[src/rtl/header_extractor_pkg.sv]
// Shared constants and types for the Ethernet/IPv4 5-tuple extractor.
// Byte offsets are absolute positions from the first byte of the Ethernet frame.
package header_extractor_pkg;

    localparam logic [7:0] OFF_ETYPE  = 8'd12;
    localparam logic [7:0] OFF_VIHL   = 8'd14;
    localparam logic [7:0] OFF_FRAG   = 8'd20;
    localparam logic [7:0] OFF_PROTO  = 8'd23;
    localparam logic [7:0] OFF_SA     = 8'd26;
    localparam logic [7:0] OFF_DA     = 8'd30;
    localparam logic [7:0] OFF_DA_END = 8'd33;

    localparam logic [15:0] ETYPE_IPV4 = 16'h0800;
    localparam logic [7:0]  PROTO_TCP  = 8'h06;
    localparam logic [7:0]  PROTO_UDP  = 8'h11;

    localparam logic ST_PARSE = 1'b0;
    localparam logic ST_DRAIN = 1'b1;

    // Byte i of fields_t (bits [8i+:8]) is enabled by bit i of field_en_t.
    typedef struct packed {
        logic [15:0] etype;
        logic [7:0]  vihl;
        logic [15:0] frag;
        logic [7:0]  proto;
        logic [31:0] sa;
        logic [31:0] da;
        logic [31:0] ports;
    } fields_t;

    typedef struct packed {
        logic [1:0] etype;
        logic       vihl;
        logic [1:0] frag;
        logic       proto;
        logic [3:0] sa;
        logic [3:0] da;
        logic [3:0] ports;
    } field_en_t;

    function automatic logic [7:0] l4_offset(input logic [3:0] ihl);
        return 8'd14 + {2'b00, ihl, 2'b00};
    endfunction

    function automatic fields_t merge_fields(input fields_t q, input fields_t b, input field_en_t en);
        fields_t m;
        m = q;
        for (int i = 0; i < 18; i++) begin
            if (en[i]) m[8*i +: 8] = b[8*i +: 8];
        end
        return m;
    endfunction

endpackage

[src/rtl/header_extractor_capture.sv]
// Maps the 8 byte lanes of one beat onto the header fields they cover.
// Produces per-field byte enables and the lane data placed at the field's byte position.
module hdr_byte_capture
    import header_extractor_pkg::*;
(
    input  logic [63:0] tdata,
    input  logic [7:0]  base,
    input  logic [7:0]  l4_off,
    output fields_t     cap_data,
    output field_en_t   cap_en
);

    always_comb begin
        cap_data = '0;
        cap_en   = '0;
        for (int k = 0; k < 8; k++) begin
            if (base + 8'(k) == OFF_VIHL) begin
                cap_en.vihl   = 1'b1;
                cap_data.vihl = tdata[63-8*k -: 8];
            end
            if (base + 8'(k) == OFF_PROTO) begin
                cap_en.proto   = 1'b1;
                cap_data.proto = tdata[63-8*k -: 8];
            end
            for (int j = 0; j < 2; j++) begin
                if (base + 8'(k) == OFF_ETYPE + 8'(j)) begin
                    cap_en.etype[1-j]          = 1'b1;
                    cap_data.etype[15-8*j -: 8] = tdata[63-8*k -: 8];
                end
                if (base + 8'(k) == OFF_FRAG + 8'(j)) begin
                    cap_en.frag[1-j]          = 1'b1;
                    cap_data.frag[15-8*j -: 8] = tdata[63-8*k -: 8];
                end
            end
            // Ports sit at an IHL-dependent offset supplied by the top.
            for (int j = 0; j < 4; j++) begin
                if (base + 8'(k) == OFF_SA + 8'(j)) begin
                    cap_en.sa[3-j]          = 1'b1;
                    cap_data.sa[31-8*j -: 8] = tdata[63-8*k -: 8];
                end
                if (base + 8'(k) == OFF_DA + 8'(j)) begin
                    cap_en.da[3-j]          = 1'b1;
                    cap_data.da[31-8*j -: 8] = tdata[63-8*k -: 8];
                end
                if (base + 8'(k) == l4_off + 8'(j)) begin
                    cap_en.ports[3-j]          = 1'b1;
                    cap_data.ports[31-8*j -: 8] = tdata[63-8*k -: 8];
                end
            end
        end
    end

endmodule

[src/rtl/header_extractor.sv]
// Parses Ethernet/IPv4 frames from an AXI4-Stream and emits one 5-tuple per accepted frame
// through a one-entry output register, counting emitted headers and dropped frames.
module header_extractor
    import header_extractor_pkg::*;
#(
    parameter int DATA_WIDTH = 64,
    parameter int HDR_WIDTH  = 104,
    parameter int CNT_WIDTH  = 32
) (
    input  logic                  clk,
    input  logic                  rst,
    input  logic [DATA_WIDTH-1:0] s_axis_tdata,
    input  logic                  s_axis_tvalid,
    input  logic                  s_axis_tlast,
    output logic                  s_axis_tready,
    output logic [HDR_WIDTH-1:0]  hdr,
    output logic                  hdr_valid,
    input  logic                  hdr_ready,
    output logic [CNT_WIDTH-1:0]  pkt_cnt,
    output logic [CNT_WIDTH-1:0]  drop_cnt
);

    logic                 state_q, state_d;
    logic [3:0]           beat_idx_q, beat_idx_d;
    fields_t              fld_q, fld_d, fld_m, cap_data;
    field_en_t            cap_en;
    logic [HDR_WIDTH-1:0] hdr_q, hdr_d;
    logic                 hdr_valid_q, hdr_valid_d;
    logic [CNT_WIDTH-1:0] pkt_cnt_q, pkt_cnt_d, drop_cnt_q, drop_cnt_d;

    logic       accept, parse_beat, qual_ok, bad_qual, want_ports, tuple_done, load, drop;
    logic [7:0] base, last_byte, l4_off;

    assign base   = {1'b0, beat_idx_q, 3'b000};
    assign l4_off = l4_offset(fld_m.vihl[3:0]);

    hdr_byte_capture u_capture (
        .tdata    (s_axis_tdata),
        .base     (base),
        .l4_off   (l4_off),
        .cap_data (cap_data),
        .cap_en   (cap_en)
    );

    // A full output entry that is not being consumed this cycle stalls the input.
    assign s_axis_tready = !(hdr_valid_q && !hdr_ready);

    always_comb begin
        accept     = s_axis_tvalid && s_axis_tready;
        parse_beat = accept && (state_q == ST_PARSE);
        fld_m      = merge_fields(fld_q, cap_data, cap_en);
        last_byte  = base + 8'd7;
        qual_ok    = (fld_m.etype == ETYPE_IPV4) && (fld_m.vihl[7:4] == 4'd4) && (fld_m.vihl[3:0] >= 4'd5);
        // All qualification bytes (12..14) arrive together in beat 1.
        bad_qual   = (beat_idx_q == 4'd1) && !qual_ok;
        want_ports = ((fld_m.proto == PROTO_TCP) || (fld_m.proto == PROTO_UDP)) && (fld_m.frag[12:0] == 13'd0);
        tuple_done = want_ports ? (last_byte >= l4_off + 8'd3) : (last_byte >= OFF_DA_END);
        load       = parse_beat && !bad_qual && tuple_done;
        drop       = parse_beat && (bad_qual || (s_axis_tlast && !tuple_done));

        state_d = state_q;
        if (parse_beat && (bad_qual || load) && !s_axis_tlast) state_d = ST_DRAIN;
        else if (accept && (state_q == ST_DRAIN) && s_axis_tlast) state_d = ST_PARSE;

        beat_idx_d = beat_idx_q;
        if (accept) begin
            if (s_axis_tlast)            beat_idx_d = 4'd0;
            else if (beat_idx_q != 4'hf) beat_idx_d = beat_idx_q + 4'd1;
        end

        fld_d       = parse_beat ? fld_m : fld_q;
        hdr_d       = load ? {fld_m.proto, fld_m.sa, fld_m.da, (want_ports ? fld_m.ports : 32'd0)} : hdr_q;
        hdr_valid_d = load || (hdr_valid_q && !hdr_ready);
        pkt_cnt_d   = load ? pkt_cnt_q + CNT_WIDTH'(1) : pkt_cnt_q;
        drop_cnt_d  = drop ? drop_cnt_q + CNT_WIDTH'(1) : drop_cnt_q;
    end

    always_ff @(posedge clk or negedge rst) begin
        if (!rst) begin
            state_q     <= ST_PARSE;
            beat_idx_q  <= 4'd0;
            fld_q       <= '0;
            hdr_q       <= '0;
            hdr_valid_q <= 1'b0;
            pkt_cnt_q   <= '0;
            drop_cnt_q  <= '0;
        end else begin
            state_q     <= state_d;
            beat_idx_q  <= beat_idx_d;
            fld_q       <= fld_d;
            hdr_q       <= hdr_d;
            hdr_valid_q <= hdr_valid_d;
            pkt_cnt_q   <= pkt_cnt_d;
            drop_cnt_q  <= drop_cnt_d;
        end
    end

    assign hdr       = hdr_q;
    assign hdr_valid = hdr_valid_q;
    assign pkt_cnt   = pkt_cnt_q;
    assign drop_cnt  = drop_cnt_q;

endmodule

[config.mk]
export PLATFORM = sky130hd
export DESIGN_NAME = header_extractor
export DESIGN_NICKNAME = d
export VERILOG_FILES = /design/src/rtl/header_extractor_pkg.sv /design/src/rtl/header_extractor_capture.sv /design/src/rtl/header_extractor.sv
export SDC_FILE = /design/constraint.sdc
export NUM_CORES = 1
export LEC_CHECK = 0
export CAP_MARGIN = 20
export CORE_ASPECT_RATIO = 1.25
export CORE_MARGIN = 2
export CORE_UTILIZATION = 33
export CTS_CLUSTER_DIAMETER = 120
export CTS_CLUSTER_SIZE = 16
export DETAILED_ROUTE_END_ITERATION = 7
export PLACE_DENSITY_LB_ADDON = 0.12
export SLEW_MARGIN = 10
export SYNTH_ARGS = -nofsm -noshare
export SYNTH_HDL_FRONTEND = slang
export SYNTH_SLANG_ARGS = --single-unit
[constraint.sdc]
create_clock -name clk -period 5.5 [get_ports clk]
set_input_delay 1.1 -clock clk [delete_from_list [all_inputs] [get_ports clk]]
set_output_delay 1.1 -clock clk [all_outputs]
set_load 0.03 [all_outputs]
==> metrics.md <==
| Metric | Value |
|---|---|
| Part of the Yosys area used for sequential elements | 53.67% |
| Crit start category | register |
| Number of global-route vias before repair | 10050 |
| Post-cts sizing count | 0 |
| Seq cells post-synth | 295 |
| Number of filler cells placed in the layout | 4076 |
| CP endpoint kind | register |
| Portion of synthesized cell area occupied by the leading cell type | 53.67% |
| Biggest fanout along the worst timing path | 102 |
| Clock transition time at the flip-flop clock pins of the worst setup and hold paths | 80 ps |
| Remaining global-route overflow | 0 |
| Fmax | 0.2194 GHz |
| Global-route wire length before repair | 59770 um |
| Number of buffers added by the clock tree synthesis step | 22 |
| Pleak | 7.640 nW |
| Count of clock tree sinks | 295 |
| Mean instance size in the synthesized netlist | 11.15 um2 |
| Die width | 186.6 um |
| Setup repair after global routing missed its margin | no |
| Number of buffers inserted to repair setup after CTS | 0 |
| Outcome | finished clean |
| Top cells by area, synth | dfrtp_1 54%, mux2_2 9.0%, mux2i_1 7.6%, nand2_1 5.7%, o21ai_0 4.5% |
| Power Density | 431.7 nW/um2 |
| Worst vdd rail ir drop | 0.2203 mV |
| Placer Congestion | 0.8216 |
| Number of detailed-routing iterations run before antenna repair | 4 |
| Overall fraction of global-route tracks in use | 17.38% |
| Total Negative Setup Slacks | 0 ps |
| Slew Viols, Final | 0 |
| Count of different cell masters after synthesis | 52 |
| Number of antenna violations at the first check in global routing | 1 |
| Total Wirelength | 38050 um |
| Top-Level Pins | 239 |
| ANT nets after route | 0 |
| Setup Skew | 16.75 ps |
| Clock root buffer | clkbuf_16 |
| Latest clock arrival within the worst-skew pair | 540 ps |
| Worst Path Arrival | 4970 ps |
| Detailed Place HPWL | 26170 um |
| Fraction of final layout cells with drive strength greater than 1 | 12.69% |
| Async set-reset flop share out of synthesis | 100.0% |
| Clock period minus worst slack | 4558 ps |
| Die height | 232.3 um |
| Buffers on Ports | 238 |
| Routed wirelength normalized by instance count | 19.07 um |
| Cell accounting for the most synthesized area | dfrtp_1 |
| Syn. warnings | 0 |
| Setup slack, reg-to-reg | 940 ps |
| Maximum number of pins on one net before global-route repair | 113 |
| Critical path class | register to register |
| Core area | 41120 um2 |
| Synthesized area | 13750 um2 |
| Max_slew headroom | 32.07% |
| Pin slew with the least headroom to its limit | 1019 ps |
| Largest buffer count on any clock path | 3 |
| Die ar. | 43340 um2 |
| Avg Vias per Cell | 4.984 |
| Gate count of the mapped netlist | 1234 |
| Vias post-DR | 9944 |
| EDFF count, synth | 0 |
| Area growth syn-to-layout | 25.74% |
| H-Tree Level Count | 1 |
| Non-filler instance count after layout | 1995 |
| Leading register cell type out of synthesis | dfrtp_1 |
| Final setup fails | 0 |
| Instance count after placement with tap cells included | 1969 |
| Drt first-iter violations | 363 |
| Hold crit path type | register to register |
| Number of nets in the finished design | 1523 |
| Cell row count | 83 |
| Share of the clock period used by the worst path | 82.88% |
| Initial core utilization | 33.45% |
| MaxCap Viol Count | 0 |
| Number of remaining DRC errors | 0 |
| CTS tree | done |
| Post-Syn Nets | 1315 |
| Number of buffers inserted for hold repair after clock tree synthesis | 0 |
| Hold Fails Final Rpt | 0 |
| Data required time of the critical path | 5920 ps |
==> sequential cells by signal, indices dropped and copies added (netlist names) <==
name / cells
fld_q: 121
hdr: 104
beat_idx_q: 4
pkt_cnt: 32
drop_cnt: 32
state_q: 1
hdr_valid: 1
==> kinds of logic after synthesis <==
family	Yosys count	share of synthesized area, %
adder cells (fa/ha/maj)	12	1.092
buffers and inverters	87	2.838
XOR/XNOR	67	4.266
AO/OA/AOI/OAI	170	7.195
AND/OR/NAND/NOR	378	13.11
multiplexers	225	17.83
flip-flops	295	53.67
==> final cells by class <==
class | instances | area, um2 | area share (%)
timing repair buffer | 261 | 2605 | 15.06
tap | 552 | 690.7 | 3.993
inverter | 10 | 37.54 | 0.2170
sequential | 295 | 7382 | 42.68
antenna | 1 | 2.502 | 0.01447
clock buffer | 22 | 550.5 | 3.183
multi-input combinational | 852 | 6000 | 34.69
clock inverter | 2 | 27.53 | 0.1592
==> cells in the mapped netlist, types with 2 or more instances <==
cell type,instances
dfrtp_1,295
inv_1,9
and3_1,15
nor4b_1,2
nand4_1,26
nor3_1,16
clkbuf_1,45
or3_1,2
a311oi_1,3
nor2b_1,4
ha_1,12
o21a_1,2
o2111ai_1,17
mux2i_1,104
o211ai_1,6
nand2b_1,3
buf_6,5
buf_1,6
and2_1,10
nor2_1,25
o21ai_1,2
nor4_1,8
buf_2,21
nor4_2,2
nand2_1,209
o21ai_0,123
nor4bb_1,4
o22ai_1,2
and4_1,7
mux2_4,10
mux2_2,110
a21oi_1,9
xor2_1,12
xnor2_1,55
nand3_1,36
==> final timing paths <==
check	from	endpoint	cells after the start
max	beat_idx_q[1]	hdr[45]	16
min	drop_cnt[31]	drop_cnt[31]	1
max reg2reg	beat_idx_q[1]	hdr[45]	16
min reg2reg	drop_cnt[31]	drop_cnt[31]	1
max in group asynchronous	rst	fld_q[43]	2
min in group asynchronous	rst	hdr[41]	1
==> where the power goes <==
group | switching, mW | internal (mW) | leakage [nW]
combinational | 1.50 | 1.28 | 3.47
clock | 0.780 | 0.719 | 0.284
sequential | 0.387 | 2.80 | 3.88
total | 2.67 | 4.80 | 7.64
==> metal layers <==
layer | track usage [%] | wire [um] | vias up
met4 | 4.588 | 699 | 0
met3 | 2.645 | 1704 | 41
met5 | 0 | 0 | -
met2 | 30.30 | 18970 | 218
met1 | 22.54 | 16680 | 4957
li1 | - | - | 4728
==> critical path, cell delays in order, from the launching register on <==
cell      delay [ps]
dfrtp_1          500
inv_1            200
ha_1             200
or3b_1           500
mux2_2           370
inv_1            140
ha_1             300
o21ai_0          130
a22oi_1          220
xnor2_1          160
ha_1             270
o211ai_1          90
nand4_1          230
nand3b_1         240
buf_12           370
buf_4            330
o21ai_0          130
==> stage by stage <==
step	worst slack (ps)	hold WS (ps)	utilization, %	power [mW]	area (um2)
6_report	941.8	470.2	42.06	7.467	17300
5_1_grt	536.5	487.6	42.06	7.962	17300
4_1_cts	937.8	478.3	42.01	7.592	17280
3_5_place_dp	695.7	463.2	40.61	6.053	16700
3_3_place_gp	825.7	456.7	40.61	6.002	16700
2_1_floorplan	1465	479.1	-	4.999	13750
==> cells in the final DEF (no fill, tap or decap), types with 19 or more instances in the layout <==
cell type	count
nand2_1	209
mux2i_1	104
o21ai_0	123
nand3_1	36
clkdlybuf4s50_1	237
buf_4	19
dfrtp_1	295
xnor2_1	55
nor2_1	23
nand4_1	26
clkbuf_16	22
mux2_2	110
Power figures use the tool's default switching activity.
